===== config.mk =====
export PLATFORM = sky130hd
export DESIGN_NAME = axi_add_bcd7seg
export DESIGN_NICKNAME = d
export VERILOG_FILES = /design/src/rtl/axi_add_bcd7seg.sv
export SDC_FILE = /design/constraint.sdc
export NUM_CORES = 1
export LEC_CHECK = 0
export CAP_MARGIN = 10
export CELL_PAD_IN_SITES_DETAIL_PLACEMENT = 0
export CELL_PAD_IN_SITES_GLOBAL_PLACEMENT = 1
export CORE_MARGIN = 8
export CORE_UTILIZATION = 40
export CTS_CLUSTER_SIZE = 20
export DETAILED_ROUTE_END_ITERATION = 12
export PLACE_DENSITY = 0.84
export SLEW_MARGIN = 25
export SYNTH_ARGS = -nofsm -noshare
export SYNTH_HDL_FRONTEND = slang
export SYNTH_SLANG_ARGS = --single-unit

===== constraint.sdc =====
create_clock -name clk -period 2.4 [get_ports clk]
set_input_delay 0.24 -clock clk [delete_from_list [all_inputs] [get_ports clk]]
set_output_delay 0.24 -clock clk [all_outputs]
set_load 0.05 [all_outputs]

===== src/rtl/axi_add_bcd7seg.sv =====
// rtl/axi_add_bcd7seg.sv - stream accumulator with sequential BCD conversion and 7-segment output
//
// Sums groups of unsigned s_data beats. A group closes on its NUM_COUNT-th beat or on s_last.
// The sum is converted to NUM_DIGITS BCD digits by a double-dabble that shifts once per clock.
// The result is then held on the m_* handshake until it is accepted.
//
// Ports:
//   clk, reset      rising-edge clock; asynchronous active-low reset
//   s_valid/s_ready input beat handshake; s_data unsigned operand; s_last closes the group
//   m_valid/m_ready result handshake, m_valid held until accepted
//   m_bcd           BCD digits, ones in [3:0]
//   m_seg           active-high {g,f,e,d,c,b,a} per digit, ones in [6:0]
//   m_ovf           sum did not fit in NUM_DIGITS digits (digits saturate to 9)
//   m_count         number of beats in the reported group
module axi_add_bcd7seg #(
    parameter int DATA_W     = 8,
    parameter int NUM_COUNT  = 8,
    parameter int NUM_DIGITS = 3,
    parameter int BLANK_LZ   = 0
) (
    input  logic                             clk,
    input  logic                             reset,
    input  logic                             s_valid,
    output logic                             s_ready,
    input  logic [DATA_W-1:0]                s_data,
    input  logic                             s_last,
    output logic                             m_valid,
    input  logic                             m_ready,
    output logic [4*NUM_DIGITS-1:0]          m_bcd,
    output logic [7*NUM_DIGITS-1:0]          m_seg,
    output logic                             m_ovf,
    output logic [$clog2(NUM_COUNT+1)-1:0]   m_count
);

    localparam int SUM_W = DATA_W + $clog2(NUM_COUNT);
    localparam int CNT_W = $clog2(NUM_COUNT + 1);
    localparam int SH_W  = $clog2(SUM_W + 1);
    localparam int BCD_W = 4 * NUM_DIGITS;
    localparam int SEG_W = 7 * NUM_DIGITS;

    localparam logic [BCD_W-1:0] ALL_NINES = {NUM_DIGITS{4'h9}};

    function automatic logic [6:0] seg7(input logic [3:0] d);
        case (d)
            4'd0:    seg7 = 7'h3F;
            4'd1:    seg7 = 7'h06;
            4'd2:    seg7 = 7'h5B;
            4'd3:    seg7 = 7'h4F;
            4'd4:    seg7 = 7'h66;
            4'd5:    seg7 = 7'h6D;
            4'd6:    seg7 = 7'h7D;
            4'd7:    seg7 = 7'h07;
            4'd8:    seg7 = 7'h7F;
            4'd9:    seg7 = 7'h6F;
            default: seg7 = 7'h00;
        endcase
    endfunction

    // Walks from the most significant digit down; while only zeros have been seen the digit
    // is a leading zero. The ones digit always ends the leading run so a zero sum shows "0".
    function automatic logic [SEG_W-1:0] seg_digits(input logic [BCD_W-1:0] bcd_in);
        logic [SEG_W-1:0] res;
        logic [3:0]       d;
        logic             lead;
        res  = '0;
        lead = 1'b1;
        for (int i = NUM_DIGITS - 1; i >= 0; i--) begin
            d = bcd_in[4*i +: 4];
            if (d != 4'd0 || i == 0) begin
                lead = 1'b0;
            end
            res[7*i +: 7] = (BLANK_LZ != 0 && lead) ? 7'h00 : seg7(d);
        end
        return res;
    endfunction

    localparam logic [SEG_W-1:0] RESET_SEG = seg_digits({BCD_W{1'b0}});

    typedef enum logic [1:0] {
        S_ACCUM = 2'd0,
        S_CONV  = 2'd1,
        S_OUT   = 2'd2
    } state_t;

    state_t state;
    state_t state_next;

    logic [SUM_W-1:0] acc;
    logic [CNT_W-1:0] cnt;
    logic [CNT_W-1:0] cnt_cap;
    logic [SUM_W-1:0] bin;
    logic [BCD_W-1:0] bcd;
    logic [SH_W-1:0]  sh_cnt;
    logic             ovf_acc;

    logic [SUM_W-1:0] sum;
    logic             accept;
    logic             close_beat;
    logic             last_shift;
    logic [BCD_W-1:0] bcd_next;
    logic [3:0]       dd_adj;
    logic             dd_carry;
    logic             ovf_next;
    logic [BCD_W-1:0] result_bcd;

    assign sum        = acc + SUM_W'(s_data);
    assign accept     = s_valid & s_ready;
    assign close_beat = s_last || (cnt == CNT_W'(NUM_COUNT - 1));
    assign last_shift = (sh_cnt == SH_W'(1));

    // One double-dabble step: add 3 to every digit >= 5, then shift the next binary bit in.
    // The bit carried out of the top digit means the value no longer fits; since the value
    // only grows during the conversion, a sticky flag of those carries is the overflow.
    always_comb begin
        bcd_next = '0;
        dd_adj   = '0;
        dd_carry = bin[SUM_W-1];
        for (int i = 0; i < NUM_DIGITS; i++) begin
            dd_adj = bcd[4*i +: 4];
            if (dd_adj >= 4'd5) begin
                dd_adj = dd_adj + 4'd3;
            end
            bcd_next[4*i +: 4] = {dd_adj[2:0], dd_carry};
            dd_carry = dd_adj[3];
        end
        ovf_next   = ovf_acc | dd_carry;
        result_bcd = ovf_next ? ALL_NINES : bcd_next;
    end

    always_comb begin
        state_next = state;
        case (state)
            S_ACCUM: if (accept && close_beat) state_next = S_CONV;
            S_CONV:  if (last_shift)           state_next = S_OUT;
            S_OUT:   if (m_ready)              state_next = S_ACCUM;
            default:                           state_next = S_ACCUM;
        endcase
    end

    always_ff @(posedge clk or negedge reset) begin
        if (!reset) begin
            state <= S_ACCUM;
        end else begin
            state <= state_next;
        end
    end

    always_ff @(posedge clk or negedge reset) begin
        if (!reset) begin
            s_ready <= 1'b1;
            m_valid <= 1'b0;
            m_bcd   <= '0;
            m_seg   <= RESET_SEG;
            m_ovf   <= 1'b0;
            m_count <= '0;
            acc     <= '0;
            cnt     <= '0;
            cnt_cap <= '0;
            bin     <= '0;
            bcd     <= '0;
            sh_cnt  <= '0;
            ovf_acc <= 1'b0;
        end else begin
            // Handshake flags follow the next state, so s_ready returns only in the cycle
            // after the result is accepted.
            s_ready <= (state_next == S_ACCUM);
            m_valid <= (state_next == S_OUT);
            case (state)
                S_ACCUM: begin
                    if (accept) begin
                        if (close_beat) begin
                            bin     <= sum;
                            bcd     <= '0;
                            sh_cnt  <= SH_W'(SUM_W);
                            ovf_acc <= 1'b0;
                            cnt_cap <= cnt + CNT_W'(1);
                            acc     <= '0;
                            cnt     <= '0;
                        end else begin
                            acc <= sum;
                            cnt <= cnt + CNT_W'(1);
                        end
                    end
                end
                S_CONV: begin
                    bin     <= bin << 1;
                    bcd     <= bcd_next;
                    sh_cnt  <= sh_cnt - SH_W'(1);
                    ovf_acc <= ovf_next;
                    if (last_shift) begin
                        m_bcd   <= result_bcd;
                        m_seg   <= seg_digits(result_bcd);
                        m_ovf   <= ovf_next;
                        m_count <= cnt_cap;
                    end
                end
                default: ;
            endcase
        end
    end

endmodule


==> run summary <==
Critical path data required time: 2660 ps
Worst min-delay path class: input pin to asynchronous set/reset pin
Worst skew pair latency: 340 ps
First-pass GRT wire length: 18,700 um
Worst R2R Setup Slack: 100 ps
Asr flop ratio synth: 100%
Synth Flop Type: dfrtp_1
Final worst setup slack: 103 ps
DR vias: 3,811
Fin Clk Skew: 5.10 ps
Final nets: 618
Net Count, Synth: 536
CTS Buffer Depth: 2
Mapped Avg Cell Area: 9.79 um^2
Reg area: 0.00225 mm^2
Initial Util: 40.5%
Initial antenna violation count: 0
Period minus WS final: 2300 ps
CTS root buffer: clkbuf_16
WP data arrival: 2560 ps
Routability Congestion: 0.850
Rows: 40
Count of final setup violators: 0
Post-Synthesis Cell Area: 0.00478 mm^2
Tightest Pin Transition: 662 ps
First-pass iteration count of the detailed router: 4
#FFs+latches synth: 89
Die Span Y: 125 um
Via count of the first global-routing pass: 3,882
Post-Place Cells: 698
Reg2reg end: m_seg[11]$_DFFE_PN1P_
Drt total wl: 11,000 um
Share of cells above drive strength 1: 19.5%
Worst r2r path cells: 11
Die W: 125 um
Cell-internal power: 5.62 mW
H-tree depth: 3
Switching power total: 4.47 mW
Synth cell types: 59
Slew Limit Fails: 0
Core Box Area: 0.0118 mm^2
Post-DRT Antenna Nets: 0
Area growth syn-to-layout: 27.1%
Post-synthesis sequential area ratio: 47.1%
Commonest cells after routing, fill and taps aside: 73 x nand2_1, 70 x dfrtp_1, 51 x clkdlybuf4s50_1
Leak pwr: 2.73 nW
DR WL/cell: 15.2 um
Ports: 53
FMAX: 435 MHz
Pwr dens: 1660 mW/mm^2
Flop pwr share: 26.8%
Setup crit end kind: flip-flop
Initial detailed-routing violation count: 195
Setup CP Type: flip-flop to flip-flop
Dpl ws: -15.5 ps
Status: finished clean
Hold_ws: 403 ps
CP startpoint kind: flip-flop
RR Startpoint: bcd[8]$_DFFE_PN0P_
CTS tree: built
Num CTS Buffers: 9
EDFF count, synth: 0
Clock power frac: 16.7%
Relative slew slack: 55.9%
Clock tree sinks: 89
Clock transition at path regs: 60 ps
Pin count of the biggest net entering global routing: 54
Crit share post-route: 95.7%
# port buffers: 52
Diodes inserted: 0
Layout fillers: 1,098
Area of the multi-input gates: 0.00239 mm^2
CP Capture Point: m_seg[11]$_DFFE_PN1P_
Final Hold Viols: 0
Post-DP HPWL: 8080 um
Total track usage: 14.3%
Post-Synthesis Cells: 488
Max-cap violations: 0
Mean number of vias per cell: 5.28
Overflow after GRT: 0
Max VDD drop: 0.000618 V
Gate power share: 56.5%
DRC viols: 0
Final cell count without fillers: 722
Worst-path fanout max: 5
Core Util, Final: 51.4%
Commonest non-fill, non-tap cell in the layout: nand2_1
Setup TNS: 0 ps
Sw Share: 44.3%
Ys Warns: 0
Crit. Startpoint: bcd[8]$_DFFE_PN0P_
Die Area: 0.0157 mm^2
==> power groups by stage <==
stage,clock [mW],combinational [mW],sequential (mW)
4_1_cts,1.72,5.56,2.71
3_5_place_dp,0,5.53,2.73
2_1_floorplan,0,2.79,3.72
3_3_place_gp,0,5.40,2.70
5_1_grt,1.77,6.23,2.80
6_report,1.68,5.70,2.70
==> cell usage after synthesis (all sizes together), types with 3 or more instances <==
master  instances  area (um^2)
nand2          77          294
dfrtp          70         1750
o21ai          52          268
nor2           36          140
a21oi          35          198
ha             34          425
inv            20         75.1
dfstp          19          499
xnor2          12          105
a22o           11         96.3
buf            10         68.8
o22a           10         87.6
clkbuf          9         33.8
nand3           7         40.0
a21o            6         45.0
a22oi           6         45.0
nand2b          6         37.5
a31oi           5         31.3
and2            5         36.3
mux2            5         63.8
nor3b           5         37.5
o22ai           5         31.3
o31ai           4         30.0
a211oi          3         27.5
mux2i           3         30.0
o211ai          3         22.5
o21a            3         22.5
or2             3         18.8
xor2            3         26.3
==> critical path, cell delays in order (launching register included) <==
cell and delay (ps):
dfrtp_1 390, inv_2 60, ha_1 200, nand2b_1 110, or3b_4 420, and2_4 180
nand2_1 100, inv_2 60, ha_1 170, mux2_2 250, a32oi_1 190, o21ai_1 80
==> metrics by stage <==
| stage | total power, mW | cell area, um^2 |
|---|---|---|
| after floorplan | 6.51 | 4780 |
| after global placement | 8.11 | 5620 |
| after detailed placement | 8.26 | 5620 |
| after CTS | 9.99 | 5990 |
| after global routing | 10.8 | 6070 |
| final | 10.1 | 6070 |
==> routing by layer <==
metal | track usage (%) | share of wire, % | up-vias
met4 | 3.87 | 0.87 | 0
met5 | 0 | 0 | -
li1 | - | - | 1888
met1 | 17.5 | 47 | 1841
met3 | 3.53 | 4.0 | 9
met2 | 24.4 | 48 | 73
==> sequential cells by signal, summed over array words and instances, names as in the netlist, 11 cells and up <==
name	flops
acc	11
bcd	12
bin	11
m_bcd	12
m_seg	21
==> worst min path at each step <==
| stage | start | to | slack [ps] | cells after the start |
|---|---|---|---|---|
| after global placement | reset | m_bcd[10]$_DFFE_PN0P_ | 230 | 1 |
| after CTS | reset | bcd[6]$_DFFE_PN0P_ | 410 | 2 |
| after global routing | reset | m_seg[20]$_DFFE_PN0P_ | 440 | 2 |
| final | reset | m_bcd[11]$_DFFE_PN0P_ | 400 | 2 |
| after floorplan | reset | acc[0]$_DFFE_PN0P_ | -60 | 0 |
| after detailed placement | reset | m_bcd[10]$_DFFE_PN0P_ | 240 | 1 |
==> kinds of logic (layout without fill, tap and decap cells) <==
logic type | Yosys count | in the layout | synth area share, %
xor gates and xnor gates | 15 | 15 | 2.75
DFF | 89 | 89 | 47.1
muxes | 8 | 8 | 1.96
and+or+nand+nor | 147 | 148 | 13.7
buffers and inverters | 39 | 125 | 3.72
adders and majority gates | 35 | 35 | 9.32
AOI/OAI and AO/OA | 155 | 155 | 21.4
==> cell type report <==
type                       instances  area share, %
clock buffer                      12           4.39
clock inverter                     4           1.61
inverter                          20           1.24
multi-input combinational        361           39.3
sequential                        89           37.1
tap                              147           3.03
timing repair buffer              89           13.3
==> repair_timing <==
action / CTS / global route
hold buffers: 1 / 0
pin swaps: 0 / 3
hold endpoints to repair: 22 / 0
gates cloned: 0 / 1
setup buffers: 0 / 6
resized for setup: 1 / 14
endpoints found under the setup margin: 1 / 15
Note: power is estimated with default switching activity, not from simulation.
